**config.mk**
```make
export PLATFORM = sky130hd
export DESIGN_NAME = mem_bus_arbiter
export DESIGN_NICKNAME = d
export VERILOG_FILES = /design/src/rtl/mem_bus_arbiter.sv
export SDC_FILE = /design/constraint.sdc
export NUM_CORES = 1
export LEC_CHECK = 0
export ABC_AREA = 1
export CAP_MARGIN = 20
export CORE_AREA = 2 2 117 119
export DETAILED_ROUTE_END_ITERATION = 10
export DIE_AREA = 0 0 119 121
export GPL_TIMING_DRIVEN = 0
export PLACE_DENSITY = 0.7
export SLEW_MARGIN = 30
export SYNTH_ARGS = -nofsm -noshare
export SYNTH_HDL_FRONTEND = slang
export SYNTH_SLANG_ARGS = --single-unit
```
**constraint.sdc**
```tcl
create_clock -name clk_i -period 2.8 [get_ports clk_i]
set_input_delay 0.42 -clock clk_i [delete_from_list [all_inputs] [get_ports clk_i]]
set_output_delay 0.42 -clock clk_i [all_outputs]
set_load 0.005 [all_outputs]
```
**src/rtl/mem_bus_arbiter.sv**
```systemverilog
// Two-master arbiter onto the single MIOC data/IO port.
// IDLE -> XFER -> ACK per access; round-robin or fixed master-0 priority on ties.
module mem_bus_arbiter #(
    parameter int unsigned DATA_W   = 32,
    parameter bit          CPU_PRIO = 1'b0
) (
    input  logic              clk_i,
    input  logic              rst_ni,
    input  logic              m0_req_i,
    input  logic              m0_wr_i,
    input  logic [DATA_W-1:0] m0_addr_i,
    input  logic [DATA_W-1:0] m0_wdata_i,
    output logic [DATA_W-1:0] m0_rdata_o,
    output logic              m0_ack_o,
    input  logic              m1_req_i,
    input  logic              m1_wr_i,
    input  logic [DATA_W-1:0] m1_addr_i,
    input  logic [DATA_W-1:0] m1_wdata_i,
    output logic [DATA_W-1:0] m1_rdata_o,
    output logic              m1_ack_o,
    output logic              mem_ce_o,
    output logic              mem_wr_o,
    output logic [DATA_W-1:0] mem_addr_o,
    output logic [DATA_W-1:0] wt_data_o,
    input  logic [DATA_W-1:0] rd_data_i,
    output logic              busy_o
);

    typedef enum logic [1:0] {StIdle, StXfer, StAck} state_e;

    state_e              state_q, state_d;
    logic                gnt_q, gnt_d;
    logic                last_q, last_d;
    logic                m0_ack_q, m0_ack_d;
    logic                m1_ack_q, m1_ack_d;
    logic [DATA_W-1:0]   m0_rdata_q, m0_rdata_d;
    logic [DATA_W-1:0]   m1_rdata_q, m1_rdata_d;

    logic                sel_wr;
    logic [DATA_W-1:0]   sel_addr;
    logic [DATA_W-1:0]   sel_wdata;
    logic                in_xfer;

    assign sel_wr    = gnt_q ? m1_wr_i    : m0_wr_i;
    assign sel_addr  = gnt_q ? m1_addr_i  : m0_addr_i;
    assign sel_wdata = gnt_q ? m1_wdata_i : m0_wdata_i;
    assign in_xfer   = (state_q == StXfer);

    always_comb begin
        state_d    = state_q;
        gnt_d      = gnt_q;
        last_d     = last_q;
        m0_ack_d   = 1'b0;
        m1_ack_d   = 1'b0;
        m0_rdata_d = m0_rdata_q;
        m1_rdata_d = m1_rdata_q;
        unique case (state_q)
            StIdle: begin
                if (m0_req_i || m1_req_i) begin
                    state_d = StXfer;
                    if (m0_req_i && m1_req_i) begin
                        gnt_d = CPU_PRIO ? 1'b0 : ~last_q;
                    end else begin
                        gnt_d = m1_req_i;
                    end
                end
            end
            StXfer: begin
                state_d = StAck;
                last_d  = gnt_q;
                if (gnt_q) begin
                    m1_ack_d = 1'b1;
                    if (!sel_wr) m1_rdata_d = rd_data_i;
                end else begin
                    m0_ack_d = 1'b1;
                    if (!sel_wr) m0_rdata_d = rd_data_i;
                end
            end
            StAck: begin
                state_d = StIdle;
            end
            default: begin
                state_d = StIdle;
            end
        endcase
    end

    // last resets to 1 so master 0 wins the first tie.
    always_ff @(posedge clk_i or negedge rst_ni) begin
        if (!rst_ni) begin
            state_q    <= StIdle;
            gnt_q      <= 1'b0;
            last_q     <= 1'b1;
            m0_ack_q   <= 1'b0;
            m1_ack_q   <= 1'b0;
            m0_rdata_q <= '0;
            m1_rdata_q <= '0;
        end else begin
            state_q    <= state_d;
            gnt_q      <= gnt_d;
            last_q     <= last_d;
            m0_ack_q   <= m0_ack_d;
            m1_ack_q   <= m1_ack_d;
            m0_rdata_q <= m0_rdata_d;
            m1_rdata_q <= m1_rdata_d;
        end
    end

    assign mem_ce_o   = in_xfer;
    assign mem_wr_o   = in_xfer & sel_wr;
    assign mem_addr_o = in_xfer ? sel_addr  : '0;
    assign wt_data_o  = in_xfer ? sel_wdata : '0;
    assign busy_o     = (state_q != StIdle);
    assign m0_ack_o   = m0_ack_q;
    assign m1_ack_o   = m1_ack_q;
    assign m0_rdata_o = m0_rdata_q;
    assign m1_rdata_o = m1_rdata_q;

endmodule
```
## Word-level counts from Yosys, hierarchy flattened

Index checks and enable logic that the tools add are counted.
Widths: inputs -> output; s select.

| storage, ports and cells | value |
|---|---|
| register bits | 70 |
| input port bits | 166 |
| logic and storage cells | 32 |

| cells by class | value |
|---|---|
| equality and inequality tests | 2 |
| multiplexer cells | 12 |
| bitwise logic cells | 4 |
| reduce and logical (&&, ||, !) cells | 7 |

Operators with widths:

| operator | count |
|---|---|
| $mux 32 | 4 |
| $mux 1 | 6 |
| $reduce_and 3->1 | 2 |
| $pmux 2 s2 | 1 |
| $not 1->1 | 3 |
| $eq 2x1->1 const B | 1 |
| $logic_not 2->1 | 1 |
| $mux 2 | 1 |
| $ne 2x2->1 const B | 1 |
| $reduce_and 2->1 | 1 |
| $reduce_bool 2->1 | 1 |
| $and 1x1->1 | 1 |
| $logic_and 1x1->1 | 1 |
| $logic_or 1x1->1 | 1 |

## Longest topological paths before layout

| logic depth | value |
|---|---|
| depth after elaboration | 3 |
| mapped depth | 7 |
| gate-level depth less buffers | 5 |

## Least setup slack after synthesis

OpenSTA, ideal clock, no wires.

| timing path | value |
|---|---|
| kind | reg2out |
| start point | register state_q[1] |
| end point | output port mem_addr_o[14] |
| arrival time | 1.063 ns |
| slack | 1.317 ns |
| cell stages (with the launch flop) | 8 |
| buffers on the path | 2 |
| cell sequence | dfrtp_1 inv_2 nand2_1 nor2_1 buf_4 buf_4 nand2_1 nand2_1 |

| between the ends | value |
|---|---|
| cells in the longest elaborated chain, start to end | 2 |

RTL lines:

| what | line | source |
|---|---|---|
| from (decl) | 31 | `state_e state_q, state_d;` |
| from (signal assigned) | 91 | `state_q <= StIdle;` |
| from (signal assigned) | 99 | `state_q <= state_d;` |
| $eq 2x1->1 | 47 | `assign in_xfer = (state_q == StXfer);` |
| $mux 32 | 111 | `assign mem_addr_o = in_xfer ? sel_addr : '0;` |
| to (decl) | 23 | `output logic [DATA_W-1:0] mem_addr_o,` |

Every way passes these cells.

## Worst setup path after layout

| timing path | value |
|---|---|
| start point | register state_q[1] |
| end point | output port wt_data_o[17] |

| between the ends | value |
|---|---|
| cells in the longest elaborated chain, start to end | 2 |

RTL lines:

| what | line | source |
|---|---|---|
| $eq 2x1->1 | 47 |  |
| $mux 32 | 112 | `assign wt_data_o = in_xfer ? sel_wdata : '0;` |
| to (decl) | 24 | `output logic [DATA_W-1:0] wt_data_o,` |

Every way passes these cells.

==> run summary <==
Startpoint types = flop
Clock Skew = 0.00858 ns
Relative slew slack = 71.4%
Num CTS Buffers = 9
Final ANT Viol Nets = 0
Final period util = 91.7%
Crit path launch = state_q[1]
Initial cell density of the core = 27.4%
Biggest area consumer among synthesized cells = dfrtp_1
Post-synth top flop = dfrtp_1
Antenna Cells = 0
Avg Cell Area, Syn = 7.00 sq um
Clock-pin slew on the worst setup and hold paths = 0.06 ns
HP Class = input port to asynchronous set/reset pin
# clock sinks = 70
Synth cell count leaders = nand2_1 (328), dfrtp_1 (69), nand3_1 (65)
Leakage power = 0.00343 uW
Final Hold Viols = 0
Largest cells by area after synthesis = dfrtp_1 (48%), nand2_1 (34%), nand3_1 (9.1%)
Count leader, synth = nand2_1
Vias in the first global route = 4129
Max Slew Vio Count = 0
Synthesized flop and latch total = 70
Synth Area in Adders = 0%
Clk_lat worst skew = 0.33 ns
Global-route wire length before repair = 22.5 mm
Largest family of logic cells by synthesized area = simple AND/OR/NAND/NOR gates
Crit Reg-Reg Startpoint = gnt_q
CP Data Arrival Time = 2.15 ns
Asr flop ratio synth = 100%
FMAX = 0.389 GHz
Post-synth top area share = 48.1%
Most frequent CP cell = nand2_1
Die width = 119 um
Register share of total power = 27.2%
Fin worst setup slack = 0.231 ns
Antenna violations before repair = 0
Global-route usage over all layers = 20.1%
Compound-gate portion of the synthesized area = 0%
# hold bufs at CTS = 0
Crit path max fanout = 10
Post-synth EDFFs = 0
Core footprint = 13100 sq um
Max_cap viols = 0
Share of layout cells above drive strength 1 = 6.64%
Part of the power in the clock network = 16.3%
Vias = 4300
Pwr Density = 900 nW/um^2
RSZ-0062 raised after global routing = false
Final min period = 2.57 ns
WL/cell = 14.7 um
Post-CTS setup buffers = 0
Syn_nets = 679
Crit Path Class = flop to output port
Post-synthesis mux area share = 0%
Row count = 42
Detailed Route WL = 14.7 mm
# IOs = 299
Routability congestion estimate = 0.790
Critical Path RT = 2.38 ns
Synthesis-to-finish area growth = 97.5%
Psw = 2270 uW
Synth warn = 0
Die area = 14400 sq um
Die H = 121 um
Crit-path slowest cell = clkdlybuf4s50_1
Sequential area share after synthesis = 48.8%
Cell Chain, Critical Path = inv_2, nand2_1, nor2_1, buf_4, buf_4, nand2_1, nand2_1, clkdlybuf4s50_1
Number of H-tree levels = 3
Setup violators final = 0
Post-layout nets = 989
Max IR drop VDD = 0.000389 V
Largest net degree at the start of global routing = 41
Xor and xnor area share after synthesis = 0%
Hold_ws = 0.0265 ns
Simple-gate portion of the synthesized area = 44.8%
Initial detailed-routing violation count = 269
Hpwl dp = 11.9 mm
CTS tree = yes
CTS root buf = clkbuf_16
Internal power = 4100 uW
Via/cell ratio = 4.28
CP max stage delay = 0.52 ns
# DRC = 0
Post-synth cell types = 13
Design area = 7090 sq um
Port Buffer Count = 298
Sw frac = 35.6%
Post-placement setup slack = 0.353 ns
Final core utilization = 54.1%
DRT Pass-1 Iters = 4
Post-Syn Area = 3590 sq um
Worst slew pin tran = 0.428 ns
Kind of end point of the critical path = output port
Max Root-Sink Buffers = 2
Placed instance area = 6810 sq um
Status = finished, final reports clean
Non-Filler Instances = 1004
Combinational Power Share = 56.6%
Post-Synthesis Cells = 513
DP Cell Count = 988
Remaining Overflow, GRT = 0
==> layer usage <==
layer / vias up / share of wire (%) / wire (um) / global-route usage [%]
li1: 2202 / - / - / -
met1: 1878 / 43 / 6310 / 26.2
met2: 192 / 47 / 6870 / 31.5
met3: 28 / 6.8 / 1010 / 4.75
met4: 0 / 3.7 / 545 / 9.30
met5: - / 0 / 0 / 0
==> cells by family (layout without fill, tap and decap cells) <==
family | count (synthesis) | after routing
flops | 70 | 70
simple gates | 403 | 403
buf+inv | 40 | 355
==> cells in the final DEF, fill, tap and decap left out <==
cell	n
buf_12	1
buf_2	17
buf_4	16
clkbuf_1	1
clkbuf_16	9
clkbuf_2	1
clkdlybuf4s50_1	297
clkinv_2	1
clkinv_4	2
clkinvlp_4	2
dfrtp_1	69
dfstp_2	1
inv_1	6
inv_2	1
inv_6	1
nand2_1	328
nand3_1	65
nor2_1	6
nor2_2	2
nor2_4	1
nor3_1	1
==> state kept, by name, summed over array words and instances (netlist names) <==
| register | flops |
|---|---|
| last_q | 1 |
| state_q | 2 |
| m1_rdata_o | 32 |
| m0_rdata_o | 32 |
| gnt_q | 1 |
| m1_ack_o | 1 |
| m0_ack_o | 1 |
==> metrics by stage <==
stage / power, uW / setup TNS (ns)
after floorplan: 3060 / 0
after global placement: 5360 / -77.39
after detailed placement: 5400 / 0
after CTS: 6470 / 0
after global routing: 6890 / 0
final: 6380 / 0
==> power by group through the flow <==
stage	logic, uW	registers [uW]	clock network [uW]
final	3610	1730	1040
after global routing	3970	1790	1120
after floorplan	1300	1760	0
after CTS	3670	1740	1070
after detailed placement	3650	1750	0
after global placement	3630	1730	0
==> path summary, 6_finish.rpt <==
check	to	slack, ns	cells after the start
min in group clk_i	m1_rdata_o[19]	0.47	2
max in group asynchronous	last_q	2.15	2
max	wt_data_o[17]	0.23	8
max reg2reg	m0_rdata_o[29]	1.42	5
min reg2reg	m1_rdata_o[19]	0.47	2
min	m0_rdata_o[15]	0.03	1
==> repair_timing <==
action	4_1_cts	5_1_grt
endpoints found under the setup margin	0	3
resized for setup	0	2
endpoints found under the hold margin	0	0
==> final cells by class <==
class                   instances  area (sq um)
well taps                     176           220
clock buffers                  10           229
clock inverters                 6          46.3
fillers                      1237          6000
flip-flops and latches         70          1750
multi-input cells             403          1610
plain buffers                  33           203
repair buffers                299          3000
inverters                       7          26.3
==> worst max-delay path, delay by kind of cell (launching register included) <==
family	cells	cell delay, ns
and+or+nand+nor	4	0.42
buffers and inverters	4	0.99
DFF	1	0.42
No activity file was read; power rests on OpenSTA's default activity.
